$ cat config.mk
export PLATFORM = sky130hd
export DESIGN_NAME = ota_trim_loader_flat
export DESIGN_NICKNAME = d
export VERILOG_FILES = /design/src/rtl/ota_trim_if.sv /design/src/rtl/ota_trim_loader.sv /design/src/flat_wrapper.sv
export SDC_FILE = /design/constraint.sdc
export NUM_CORES = 1
export LEC_CHECK = 0
export ABC_AREA = 1
export BUFFER_PORTS_ARGS = -buffer_cell sky130_fd_sc_hd__clkbuf_2
export CAP_MARGIN = 15
export CORE_MARGIN = 2
export CORE_UTILIZATION = 45
export DETAILED_ROUTE_END_ITERATION = 16
export HOLD_SLACK_MARGIN = 0.05
export PLACE_DENSITY = 0.66
export SYNTH_ARGS = -nofsm -noshare
export SYNTH_HDL_FRONTEND = slang
export SYNTH_SLANG_ARGS = --single-unit
$ cat constraint.sdc
create_clock -name clk -period 1.4 [get_ports clk]
set_input_delay 0.07 -clock clk [delete_from_list [all_inputs] [get_ports clk]]
set_output_delay 0.07 -clock clk [all_outputs]
set_load 0.1 [all_outputs]
$ cat src/rtl/ota_trim_if.sv
// ---------------------------------------------------------------------------
// ota_trim_if
// Bundles the serial configuration and control signals of the OTA trim loader.
//   master : drives ena/start/sdi/sdi_valid/apply and observes the outputs
//   slave  : the loader itself
// Signals:
//   ena, start, sdi, sdi_valid, apply : control and serial frame input
//   trim_out [CHANNELS*TRIM_W]         : live trim bits, channel k at [k*TRIM_W +: TRIM_W]
//   busy, done, err, sdo               : frame status and shadow readback
// ---------------------------------------------------------------------------
interface ota_trim_if #(
    parameter int CHANNELS = 2,
    parameter int TRIM_W   = 6
);
    logic                         ena;
    logic                         start;
    logic                         sdi;
    logic                         sdi_valid;
    logic                         apply;
    logic [CHANNELS*TRIM_W-1:0]   trim_out;
    logic                         busy;
    logic                         done;
    logic                         err;
    logic                         sdo;

    modport master (
        output ena, start, sdi, sdi_valid, apply,
        input  trim_out, busy, done, err, sdo
    );

    modport slave (
        input  ena, start, sdi, sdi_valid, apply,
        output trim_out, busy, done, err, sdo
    );
endinterface

$ cat src/rtl/ota_trim_loader.sv
// ---------------------------------------------------------------------------
// ota_trim_loader
// Bit-serial loader for the trim/mode bits of the analog OTA channels.
// A frame is HEADER(4) | index(IDX_W) | data(TRIM_W) | parity(1), MSB first,
// sampled on cycles with sdi_valid. Accepted words land in per-channel
// shadow registers; apply copies every shadow into trim_out in one edge so
// the analog bias never sees a half-written word.
// Ports:
//   clk   : tile clock
//   rst_n : asynchronous active-low reset
//   bus   : ota_trim_if.slave (ena, start, sdi, sdi_valid, apply,
//           trim_out, busy, done, err, sdo)
// ---------------------------------------------------------------------------
module ota_trim_loader #(
    parameter int                CHANNELS   = 2,
    parameter int                TRIM_W     = 6,
    parameter int                IDX_W      = 1,
    parameter logic [TRIM_W-1:0] RESET_TRIM = 6'b100000,
    parameter logic [3:0]        HEADER     = 4'b1010
) (
    input  logic        clk,
    input  logic        rst_n,
    ota_trim_if.slave   bus
);
    localparam int CNT_W = 5;

    typedef enum logic [2:0] {IDLE, HDR, IDX, DATA, PAR} state_t;

    state_t                 state_q, state_d;
    logic [CNT_W-1:0]       cnt_q, cnt_d;
    logic [3:0]             hdr_q, hdr_d;
    logic [IDX_W-1:0]       idx_q, idx_d;
    logic [TRIM_W-1:0]      stage_q, stage_d;
    logic                   par_q, par_d;
    logic                   err_q, err_d;
    logic                   done_q, done_d;
    logic                   sdo_q, sdo_d;
    logic [TRIM_W-1:0]      shadow_q [CHANNELS];
    logic [TRIM_W-1:0]      shadow_d [CHANNELS];
    logic [CHANNELS*TRIM_W-1:0] trim_q, trim_d;

    // Shifted candidates; the extra MSB is dropped so width-1 fields work too.
    logic [3:0]             hdr_nxt;
    logic [IDX_W:0]         idx_sh;
    logic [IDX_W-1:0]       idx_nxt;
    logic [TRIM_W:0]        stage_sh;
    logic [TRIM_W-1:0]      stage_nxt;
    logic [TRIM_W-1:0]      old_word;
    logic [TRIM_W-1:0]      old_shift;

    always_comb begin
        state_d   = state_q;
        cnt_d     = cnt_q;
        hdr_d     = hdr_q;
        idx_d     = idx_q;
        stage_d   = stage_q;
        par_d     = par_q;
        err_d     = err_q;
        done_d    = 1'b0;
        // Readback bit is held across sdi_valid gaps while still in DATA.
        sdo_d     = (state_q == DATA) ? sdo_q : 1'b0;
        shadow_d  = shadow_q;
        trim_d    = trim_q;

        hdr_nxt   = {hdr_q[2:0], bus.sdi};
        idx_sh    = {idx_q, bus.sdi};
        idx_nxt   = idx_sh[IDX_W-1:0];
        stage_sh  = {stage_q, bus.sdi};
        stage_nxt = stage_sh[TRIM_W-1:0];

        old_word  = shadow_q[0];
        for (int k = 0; k < CHANNELS; k++) begin
            if (idx_q == IDX_W'(k)) old_word = shadow_q[k];
        end
        // MSB of the shifted word is the old shadow bit matching this data bit.
        old_shift = old_word << cnt_q;

        if (bus.ena && bus.start) begin
            state_d = HDR;
            cnt_d   = '0;
            err_d   = 1'b0;
            par_d   = 1'b0;
            sdo_d   = 1'b0;
        end else if (bus.ena && bus.sdi_valid) begin
            case (state_q)
                HDR: begin
                    hdr_d = hdr_nxt;
                    if (cnt_q == CNT_W'(3)) begin
                        cnt_d = '0;
                        if (hdr_nxt != HEADER) begin
                            err_d   = 1'b1;
                            state_d = IDLE;
                        end else begin
                            state_d = IDX;
                        end
                    end else begin
                        cnt_d = cnt_q + 1'b1;
                    end
                end
                IDX: begin
                    idx_d = idx_nxt;
                    par_d = par_q ^ bus.sdi;
                    if (cnt_q == CNT_W'(IDX_W - 1)) begin
                        cnt_d = '0;
                        if (32'(idx_nxt) >= 32'(CHANNELS)) begin
                            err_d   = 1'b1;
                            state_d = IDLE;
                        end else begin
                            state_d = DATA;
                        end
                    end else begin
                        cnt_d = cnt_q + 1'b1;
                    end
                end
                DATA: begin
                    stage_d = stage_nxt;
                    par_d   = par_q ^ bus.sdi;
                    sdo_d   = old_shift[TRIM_W-1];
                    if (cnt_q == CNT_W'(TRIM_W - 1)) begin
                        cnt_d   = '0;
                        state_d = PAR;
                    end else begin
                        cnt_d = cnt_q + 1'b1;
                    end
                end
                PAR: begin
                    state_d = IDLE;
                    if ((par_q ^ bus.sdi) == 1'b0) begin
                        for (int k = 0; k < CHANNELS; k++) begin
                            if (idx_q == IDX_W'(k)) shadow_d[k] = stage_q;
                        end
                        done_d = 1'b1;
                    end else begin
                        err_d = 1'b1;
                    end
                end
                default: state_d = IDLE;
            endcase
        end

        // Built from shadow_d so a word accepted this cycle is already included.
        if (bus.ena && bus.apply) begin
            for (int k = 0; k < CHANNELS; k++) begin
                trim_d[k*TRIM_W +: TRIM_W] = shadow_d[k];
            end
        end
    end

    always_ff @(posedge clk or negedge rst_n) begin
        if (!rst_n) begin
            state_q <= IDLE;
            cnt_q   <= '0;
            hdr_q   <= '0;
            idx_q   <= '0;
            stage_q <= '0;
            par_q   <= 1'b0;
            err_q   <= 1'b0;
            done_q  <= 1'b0;
            sdo_q   <= 1'b0;
            trim_q  <= {CHANNELS{RESET_TRIM}};
            for (int k = 0; k < CHANNELS; k++) shadow_q[k] <= RESET_TRIM;
        end else begin
            state_q <= state_d;
            cnt_q   <= cnt_d;
            hdr_q   <= hdr_d;
            idx_q   <= idx_d;
            stage_q <= stage_d;
            par_q   <= par_d;
            err_q   <= err_d;
            done_q  <= done_d;
            sdo_q   <= sdo_d;
            trim_q  <= trim_d;
            for (int k = 0; k < CHANNELS; k++) shadow_q[k] <= shadow_d[k];
        end
    end

    assign bus.trim_out = trim_q;
    assign bus.busy     = (state_q != IDLE);
    assign bus.done     = done_q;
    assign bus.err      = err_q;
    assign bus.sdo      = sdo_q;
endmodule

$ cat src/flat_wrapper.sv
// flat-port wrapper written by rule: the top's interface ports become plain ports
module ota_trim_loader_flat 
#(
    parameter int                CHANNELS   = 2,
    parameter int                TRIM_W     = 6,
    parameter int                IDX_W      = 1,
    parameter logic [TRIM_W-1:0] RESET_TRIM = 6'b100000,
    parameter logic [3:0]        HEADER     = 4'b1010
)
  (clk, rst_n, bus_ena, bus_start, bus_sdi, bus_sdi_valid, bus_apply, bus_trim_out, bus_busy, bus_done, bus_err, bus_sdo);
  ota_trim_if #(.CHANNELS(CHANNELS), .TRIM_W(TRIM_W)) bus_i ();
  input  logic clk;
  input  logic rst_n;
  input wire logic [$bits(bus_i.ena)-1:0] bus_ena;
  input wire logic [$bits(bus_i.start)-1:0] bus_start;
  input wire logic [$bits(bus_i.sdi)-1:0] bus_sdi;
  input wire logic [$bits(bus_i.sdi_valid)-1:0] bus_sdi_valid;
  input wire logic [$bits(bus_i.apply)-1:0] bus_apply;
  output wire logic [$bits(bus_i.trim_out)-1:0] bus_trim_out;
  output wire logic [$bits(bus_i.busy)-1:0] bus_busy;
  output wire logic [$bits(bus_i.done)-1:0] bus_done;
  output wire logic [$bits(bus_i.err)-1:0] bus_err;
  output wire logic [$bits(bus_i.sdo)-1:0] bus_sdo;
  assign bus_i.ena = bus_ena;
  assign bus_i.start = bus_start;
  assign bus_i.sdi = bus_sdi;
  assign bus_i.sdi_valid = bus_sdi_valid;
  assign bus_i.apply = bus_apply;
  assign bus_trim_out = bus_i.trim_out;
  assign bus_busy = bus_i.busy;
  assign bus_done = bus_i.done;
  assign bus_err = bus_i.err;
  assign bus_sdo = bus_i.sdo;
  ota_trim_loader #(.CHANNELS(CHANNELS), .TRIM_W(TRIM_W), .IDX_W(IDX_W), .RESET_TRIM(RESET_TRIM), .HEADER(HEADER)) u_core (.clk(clk), .rst_n(rst_n), .bus(bus_i));
endmodule
==> impl_metrics.toml <==
[die]
initial_core_util_pct = 46.4
rows = 26
die_w_um = 76.3
die_h_um = 76.3
die_area_mm2 = 0.00582
coreArea_mm2 = 0.00507
ios = 23

[synthesis]
synth_top_family_by_area = "simple AND/OR/NAND/NOR gates"
synth_area_leaders = "dfrtp_1 (45%), nand2_1 (15%), nand3_1 (5.7%), inv_1 (5.3%), dfstp_2 (4.5%)"
avgSynthCellArea_um2 = 8.09
synth_cell_types = 32
synth.net_count = 301
synth_seq_area_share_pct = 49.1
netlist.top_cell.by_area = "dfrtp_1"
synth_xor_area_share_pct = 0.744
yosys.area_share.simple_pct = 30.5
yosys_register_bits = 46
synthMuxAreaShare_pct = 0
synth_cells = 291
syn_area_mm2 = 0.00235
yosys.area.top_type_share_pct = 44.7
synth-compound-area-share_pct = 10.0
synth_fa_ha_area_share_pct = 1.59
synth-warning-count = 0

[sta]
hold_viol = 0
finalCritPeriodShare_pct = 104
final-setup-viol-count = 19
max_freq_mhz = 689
drv_slew = 0
max-slew-margin-rel_pct = 64.1
fin_worst_skew_ps = 6.38
holdWs_ps = 114
rsz0062_at_grt = "true"
worst_slack_ps = -50.5
worstMarginPinSlew_ps = 541
min_period_ps = 1450

[place]
gp_congestion = 0.862
dp_hpwl_mm = 3.71
dp.cells = 395
placed_area_mm2 = 0.00269
pre_cts_slack_ps = -111
port_buffers = 22

[route]
vias = 1959
first_iter_violations = 124
drtAntennaViolNets = 0
firstDrtPassIters = 4
wl_mm = 5.16
wl_per_cell_um = 12.7
vias_per_cell = 4.81
drcViolationCount = 0

[worst_setup_path]
crit_buf_inv = 1
path_max_fanout = 8
crit_slowest_cell = "dfrtp_1"
crit_family = "simple AND/OR/NAND/NOR gates"
crit_type = "flip-flop to flip-flop"
cp-end-kind = "flip-flop"
cp_cell_sequence = "nor3_4 -> nand2_2 -> nor2_8 -> nand2_4 -> buf_12 -> o21a_1"
cp-start-kind = "flip-flop"
cp.required_ps = 1590
max_stage_delay_ps = 430
crit_arrival_ps = 1640

[cells_and_area]
instances_no_fill = 407
syn2layout_area_growth_pct = 23.7
fillers = 476
antenna_cells = 0
nNetsFinal = 346
multi_input_area_mm2 = 0.00107
drive_above_1_share_pct = 27.0
final_area_mm2 = 0.00291
regArea_mm2 = 0.00116

[power]
power_uw = 4470
p_leak_uw = 0.00146
p_per_area_mw_per_mm2 = 1540
peakVddDrop_v = 0.000712

[clock_tree]
clock_path_buffers = 2
clkSinkCount = 46
clk_pin_slew_worst_paths_ps = 90
cts_root_buf = "clkbuf_8"
clock_latency_ps = 300
htreeDepth = 2
cts_buffers = 5
cts_tree = "done"

[global_routing]
grt_use_total_pct = 18.6
grt_max_degree = 39
grt_pass1_wl_mm = 8.83
grt_pass1_vias = 1884
antenna_found_initial = 0
grt_remaining_overflow = 0

[job]
drv_cap = 0

[min_path]
hold_class = "primary input to flip-flop"

[outcome]
outcome = "finished, violations left"
violations = "setup timing"
==> stage by stage <==
stage / utilization [%] / setup TNS [ps]
finish: 57.4 / -578
global route: 57.4 / -2310
CTS: 55.9 / -809
detailed placement: 53.1 / -1090
global placement: 53.1 / -344
floorplan: - / 0
==> logic make-up after synthesis <==
logic type | Yosys count
flip-flops | 46
AND/OR/NAND/NOR | 156
AO/OA/AOI/OAI | 39
buffers and inverters | 45
adder cells (fa/ha/maj) | 3
XOR/XNOR | 2
==> worst paths after layout <==
path	startpoint	end	cells past startpoint	slack [ps]
max reg2reg	u_core.state_q[0]	u_core.shadow_q[4]	6	-50
min reg2reg	u_core.bus.trim_out[11]	u_core.bus.trim_out[11]	2	470
min	bus_sdi_valid	u_core.bus.sdo	4	110
max	u_core.state_q[0]	u_core.shadow_q[4]	6	-50
max in group asynchronous	rst_n	u_core.bus.trim_out[11]	3	690
min in group asynchronous	rst_n	u_core.state_q[0]	2	160
==> worst reg2reg max path, stage by stage (launching register included) <==
cell	delay (ps)
dfrtp_1	430
nor3_4	230
nand2_2	120
nor2_8	130
nand2_4	100
buf_12	160
o21a_1	170
==> cells in the final DEF, fill, tap and decap left out, types with 7 or more instances in the layout <==
cell type / instances
o21a_1: 12
nand3_1: 26
dfrtp_1: 41
nand2_1: 90
clkbuf_2: 19
o21ai_0: 15
nand2_2: 10
inv_2: 7
nor2_1: 8
inv_1: 29
buf_4: 21
==> cells in the mapped netlist <==
library cell / n
nand2_1: 92
dfrtp_1: 42
inv_1: 33
nand3_1: 27
o21ai_0: 15
nand2_2: 12
o21a_1: 12
nor2_1: 10
a21oi_1: 5
nand4_1: 5
dfstp_2: 4
inv_2: 4
buf_2: 3
ha_1: 3
buf_6: 2
clkbuf_1: 2
nand2_4: 2
nor3_1: 2
o211ai_1: 2
o21ai_1: 2
a21boi_0: 1
a31oi_1: 1
and2_1: 1
clkinv_1: 1
nand3b_1: 1
nor2_2: 1
nor2_4: 1
nor2_8: 1
nor3_2: 1
o31ai_1: 1
xnor2_1: 1
xor2_1: 1
==> sequential cells by signal, indices dropped and copies added, names as in the netlist <==
register and cells:
u_core.cnt_q 5, u_core.par_q 1, u_core.stage_q 6, u_core.shadow_q 12, u_core.hdr_q 3, u_core.bus.sdo 1, u_core.bus.done 1, u_core.state_q 3
u_core.bus.err 1, u_core.bus.trim_out 12, u_core.idx_q 1
==> routing by layer <==
layer  global-route usage (%)  wire length (um)  part of all wire [%]
met2                     29.1              2350                    46
met1                     26.7              2570                    50
met3                     2.96               169                   3.3
met4                     6.00                63                   1.2
met5                        0                 0                     0
==> timing repair <==
item | in CTS | in global routing
resized for setup | 6 | 18
pin swaps | 1 | 5
hold buffers | 1 | 0
hold endpoints to repair | 42 | 0
buffers inserted | 1 | 2
endpoints found under the setup margin | 23 | 34
==> report_power, final <==
group / internal [uW] / switching [uW] / total, uW
logic: 584 / 1190 / 1770
registers: 1550 / 164 / 1720
clock network: 533 / 454 / 987
==> area by class of cell <==
type	instances	area share (%)
tap	70	3.01
sequential	46	39.8
inverter	38	5.07
clock inverter	2	1.29
multi-input combinational	200	36.9
timing repair buffer	45	11.5
clock buffer	6	2.49
No activity file was read; power rests on OpenSTA's default activity.
